===== src/rtl/riscv_pkg.sv =====
// riscv_pkg: shared opcode and state encodings for the EX-stage divider.
package riscv_pkg;
   typedef enum logic [1:0] {DIV_OP_DIV, DIV_OP_DIVU, DIV_OP_REM, DIV_OP_REMU} div_op_e;
   typedef enum logic [1:0] {DIV_IDLE, DIV_CALC, DIV_DONE} div_state_e;
endpackage


===== src/rtl/div_unit.sv =====
// div_unit: iterative radix-2 restoring RV32M divider that stalls the pipeline while it runs.
module div_unit
   import riscv_pkg::*;
#(
   parameter int XLEN = 32
) (
   input  logic            clk,
   input  logic            rst,
   input  logic            start,
   input  logic            flush,
   input  logic [1:0]      op,
   input  logic [XLEN-1:0] operand_a,
   input  logic [XLEN-1:0] operand_b,
   output logic            ex_stall,
   output logic            done,
   output logic [XLEN-1:0] result
);
   localparam int CW = $clog2(XLEN);
   div_state_e state, state_n;
   div_op_e op_q;
   logic [CW-1:0] count;
   logic [XLEN:0] rem, shifted, diff;
   logic [XLEN-1:0] quot, divisor, a_abs, b_abs, special_res, q_step, r_step, fix_res;
   logic neg_q, neg_r, is_signed, b_zero, ovf, special, q_bit, accept;
   always_comb begin
      is_signed   = ~op[0];
      b_zero      = operand_b == '0;
      ovf         = is_signed && operand_a == {1'b1, {(XLEN-1){1'b0}}} && operand_b == '1;
      special     = b_zero || ovf;
      special_res = b_zero ? (op[1] ? operand_a : '1) : (op[1] ? '0 : operand_a);
      a_abs       = (is_signed && operand_a[XLEN-1]) ? -operand_a : operand_a;
      b_abs       = (is_signed && operand_b[XLEN-1]) ? -operand_b : operand_b;
      accept      = state == DIV_IDLE && start && !flush;
      // The dividend is shifted out of quot's top while quotient bits enter at the bottom.
      shifted     = {rem[XLEN-1:0], quot[XLEN-1]};
      diff        = shifted - {1'b0, divisor};
      q_bit       = ~diff[XLEN];
      q_step      = {quot[XLEN-2:0], q_bit};
      r_step      = q_bit ? diff[XLEN-1:0] : shifted[XLEN-1:0];
      fix_res     = (op_q == DIV_OP_REM || op_q == DIV_OP_REMU) ? (neg_r ? -r_step : r_step)
                                                                : (neg_q ? -q_step : q_step);
   end
   always_comb begin
      state_n  = state;
      ex_stall = !flush && ((state == DIV_IDLE && start) || state == DIV_CALC);
      done     = !flush && state == DIV_DONE;
      if (flush) state_n = DIV_IDLE;
      else if (state == DIV_IDLE) state_n = start ? (special ? DIV_DONE : DIV_CALC) : DIV_IDLE;
      else if (state == DIV_CALC) state_n = (count == '0) ? DIV_DONE : DIV_CALC;
      else state_n = DIV_IDLE;
   end
   always_ff @(posedge clk) begin
      if (rst) begin
         state   <= DIV_IDLE;
         op_q    <= DIV_OP_DIV;
         count   <= '0;
         rem     <= '0;
         quot    <= '0;
         divisor <= '0;
         neg_q   <= 1'b0;
         neg_r   <= 1'b0;
         result  <= '0;
      end else begin
         state <= state_n;
         if (accept) begin
            op_q    <= div_op_e'(op);
            neg_q   <= is_signed && (operand_a[XLEN-1] ^ operand_b[XLEN-1]);
            neg_r   <= is_signed && operand_a[XLEN-1];
            quot    <= a_abs;
            divisor <= b_abs;
            rem     <= '0;
            count   <= CW'(XLEN - 1);
            if (special) result <= special_res;
         end else if (state == DIV_CALC && !flush) begin
            rem   <= {1'b0, r_step};
            quot  <= q_step;
            count <= count - CW'(1);
            if (count == '0) result <= fix_res;
         end
      end
   end
endmodule

===== config.mk =====
export PLATFORM = sky130hd
export DESIGN_NAME = div_unit
export DESIGN_NICKNAME = d
export VERILOG_FILES = /design/src/rtl/riscv_pkg.sv /design/src/rtl/div_unit.sv
export SDC_FILE = /design/constraint.sdc
export NUM_CORES = 1
export LEC_CHECK = 0
export CAP_MARGIN = 20
export CORE_MARGIN = 2
export CORE_UTILIZATION = 55
export DETAILED_ROUTE_END_ITERATION = 12
export PLACE_DENSITY = 0.76
export SLEW_MARGIN = 25
export SYNTH_ARGS = -nofsm -noshare
export SYNTH_HDL_FRONTEND = slang
export SYNTH_SLANG_ARGS = --single-unit

===== constraint.sdc =====
create_clock -name clk -period 14.82 [get_ports clk]
set_input_delay 4.446 -clock clk [delete_from_list [all_inputs] [get_ports clk]]
set_output_delay 4.446 -clock clk [all_outputs]
set_load 0.05 [all_outputs]

# Word-level counts from Yosys, hierarchy flattened
# Cells that the tools add are included.
[word_totals]
register_bits = 139
word_cells = 69
[op_classes]
add_sub_neg = 6
mux = 22
n_reduce_logical = 22
eq_ne = 7
bitwise = 3
[op_table]
columns = ["cell", "n"]
rows = [
  ["two-way mux 32 bit", 15],
  ["negator 32 bit", 4],
  ["equality test 32 bit (second input constant)", 2],
  ["subtractor 33 x 32 -> 33 bit", 1],
  ["zero test 32 bit", 1],
  ["logical AND 1 bit", 10],
  ["two-way mux 2 bit", 5],
  ["two-way mux 5 bit", 2],
  ["equality test 2 bit (second input constant)", 3],
  ["zero test 5 bit", 1],
  ["subtractor 5 x 1 -> 5 bit (second input constant)", 1],
  ["nonzero test 2 bit", 2],
  ["OR reduction 2 bit", 2],
  ["logical OR 1 bit", 3],
  ["AND reduction 3 bit", 1],
  ["equality test 2 x 1 -> 1 bit (second input constant)", 1],
  ["zero test 2 bit", 1],
  ["!= test 2 bit (second input constant)", 1],
  ["inverter 1 bit", 2],
  ["zero test 1 bit", 1],
  ["XOR 1 bit", 1],
]

# Longest topological paths before layout
[logic_depth]
depth_word = 8
ltp_mapped = 22
mapped_depth_nobuf = 19

# Worst setup path before layout
# Ideal clock, no wire load.
[synth_timing]
path_kind = "input to output"
from = "input flush"
to = "output ex_stall"
cell_stages = 5
t_required_ns = 10.374
t_arrival_ns = 6.030
slack_ns = 4.344
cell_sequence = "or4b_2 -> buf_2 -> clkbuf_1 -> clkbuf_1 -> nand2_1"
[synth_between]
elab_chain_len = 2
[synth_lines]
columns = ["item", "line", "source"]
rows = [
  ["from (decl)", "div_unit.sv:10", "input logic flush,"],
  ["zero test 1 bit", "div_unit.sv:45", "ex_stall = !flush && ((state == DIV_IDLE && start) || state == DIV_CALC);"],
  ["logical AND 1 bit", "div_unit.sv:45", ""],
  ["to (decl)", "div_unit.sv:14", "output logic ex_stall,"],
]
# Every way passes these cells.

# Worst setup path in the final report
# Same ends and word-level chain as after synthesis.

==> metrics <==
Peak VDD IR=about 70 µV; WS Path Type=in -> out; fin nets=between 1500 and 2000; crit path launch=flush; DRC=0; Syn-to-layout area delta=14.09%; setup TNS=0 ps; worst setup path end=ex_stall; Ports=between 100 and 150; Tmin final=approximately 11000 ps; Num CTS Buffers=17; Setup-failing EPs final=0; Yosys top cell by area=dfxtp_1; die height=approximately 150 µm; FF+latch count, synth=roughly 140; area of the mapped netlist=11770 µm²; Core Area=21020 µm²; hpwl dp=roughly 28 mm; critical-path cell list=clkdlybuf4s50_1 -> or3b_2 -> buf_4 -> nand2_1 -> clkdlybuf4s50_1; Via Count=between 10000 and 15000; Seq. cell area=approximately 2800 µm²; CTS tree=done; CP most frequent cell=clkdlybuf4s50_1; Yosys top cell area share=23.47%; Vias/cell=around 6.4; static leakage=~4.8 nW; initial core utilization=a little under three fifths; FP Rows=53; Seq/Total Area, Yosys=a little under a quarter; fin util=around 64%; Clock transition at path regs=60 ps; post_cts resized=0; hold_sp=result[28]; Min-Delay Path Class=reg -> reg; post-CTS setup buffer count=0; Slew headroom=around 30%; clock root cell=clkbuf_16; DIE AREA=22590 µm²; DRT Wirelength=between 30 and 40 mm; insertion delay to the later sink of the worst-skew pair=roughly 440 ps; FF-to-FF path depth=18; Multi-input gate area=8363 µm²; Syn Area/Cell=between 7 and 8 µm²; largest net degree at the start of global routing=91; GP Congestion=0.9845; Required @ worst endpoint=a little over 10000 ps; run status=finished, final reports clean; Hold Vio Cnt, Final=0; RSZ-0062 raised after global routing=no; Worst-Margin Slew=1039 ps; drt first pass iters=5; diode count=0; max incr delay on CP=approximately 800 ps; PwrDens=approximately 100 nW/µm²; max-cap violation count=0; # hold bufs at CTS=0; Reg-to-Reg End=result[30]; Arr. time, crit path=approximately 6700 ps; die span in x=between 150 and 200 µm; Tot GR Track Use=between 30% and 40%; Filler cells=1901; number of DRC markers in iteration 0=between 1000 and 1500; IO Port Bufs=~100; critical path peak fanout=47; syn_nets=around 1700; layout cells sized above 1=under 10%; synth unique cells=88; CP Capture Type=primary output; grt ovf=0; reg2reg setup slack=8950 ps; Worst path slowest cell=clkdlybuf4s50_1; # H-tree levels=4; clk buf depth=2; Yosys Warn Count=0; FMAX=just under 90 MHz; initial antenna violation count=0; commonest cells in the synthesized netlist=nor2_1, nand2_1, dfxtp_1; fraction of registers with async set or reset after synthesis=0%; max-slew violations=0; most frequent cell after synthesis=nor2_1; worst r2r src=quot[31]; largest cells by area after synthesis=dfxtp_1, nor2_1, nand2_1, xnor2_1, a21oi_1; Syn Inst Count=between 1500 and 2000; fin crit share=roughly three quarters; number of antenna-violating nets in the routed design=0; first-pass GRT wire length=59.01 mm; number of flops mapped to enable cells by yosys=0; Startpoint Class=input pin; vias in the first global route=about 11000; Sink Count=~140; Main synth FF type=dfxtp_1; Worst Skew=13.95 ps; Wirelength per Cell=between 15 and 20 µm
## routing by layer
layer,wire length [µm],vias to the layer above,GRT usage [%]
met5,0,-,0
met4,1236,0,12.31
met3,2777,94,5.697
met2,16940,505,51.66
met1,16490,5811,45.45
li1,-,6005,-
## worst min-delay path by stage
stage	end	cells past startpoint
2_1_floorplan	divisor[31]	2
3_3_place_gp	divisor[31]	2
3_5_place_dp	result[0]	2
4_1_cts	result[0]	2
5_1_grt	result[0]	2
6_report	result[28]	2
## worst max-delay path, delay by kind of cell
| kind | cells | cell delay [ps] |
|---|---|---|
| buffers and inverters | 3 | 1610 |
| and+or+nand+nor | 2 | 640 |
## cell families after synthesis
group | share of synthesized area, %
simple gates | 24.30
compound gates | 28.20
buf+inv | 5.634
flops | 23.47
xor+xnor | 8.632
fa+ha+maj | 6.527
mux | 3.232
## flip-flops by register name, indices dropped and copies added (netlist names)
| name | flops |
|---|---|
| quot | 32 |
| count | 5 |
| divisor | 32 |
| neg_q | 1 |
| result | 32 |
| state | 2 |
| op_q | 1 |
| rem | 32 |
| neg_r | 1 |
## power by group
part | internal, mW | leakage (nW) | switching [mW]
Sequential | 0.390 | 1.13 | 0.0215
Clock | 0.245 | 0.281 | 0.187
Combinational | 0.183 | 3.37 | 0.304
## cell usage in the layout (no fill, tap or decap), types with 16 or more instances in the layout
master	n
a211oi_1	59
a21oi_1	112
a311oi_1	39
and2_1	17
clkbuf_16	17
clkdlybuf4s50_1	102
dfxtp_1	138
ha_1	39
inv_1	65
maj3_1	26
mux2i_1	29
nand2_1	180
nand3_1	37
nand4_1	22
nor2_1	202
nor3_1	33
nor4_1	25
o21ai_0	81
o31ai_1	16
or3_1	24
xnor2_1	72
xor2_1	44
## cell type report
cell class / instances / area share [%]
Clock buffer: 20 / 3.401
Inverter: 67 / 1.873
Clock inverter: 12 / 0.9411
Multi-Input combinational cell: 1299 / 62.28
Timing Repair Buffer: 116 / 8.368
Sequential cell: 138 / 20.57
Tap cell: 275 / 2.562
## stage by stage
stage / std cells / hold slack (ps) / worst slack [ps] / cell area, µm² / power (mW)
2_1_floorplan: 1603 / 431.9 / 4344 / 11770 / 0.7610
3_3_place_gp: 1895 / 444.0 / 3687 / 12840 / 0.8841
3_5_place_dp: 1895 / 445.4 / 3648 / 12840 / 0.8903
4_1_cts: 1927 / 466.1 / 3647 / 13430 / 1.320
5_1_grt: 1927 / 485.1 / 3581 / 13430 / 1.391
6_report: 1927 / 459.2 / 3644 / 13430 / 1.329
No activity file was read; power rests on OpenSTA's default activity.
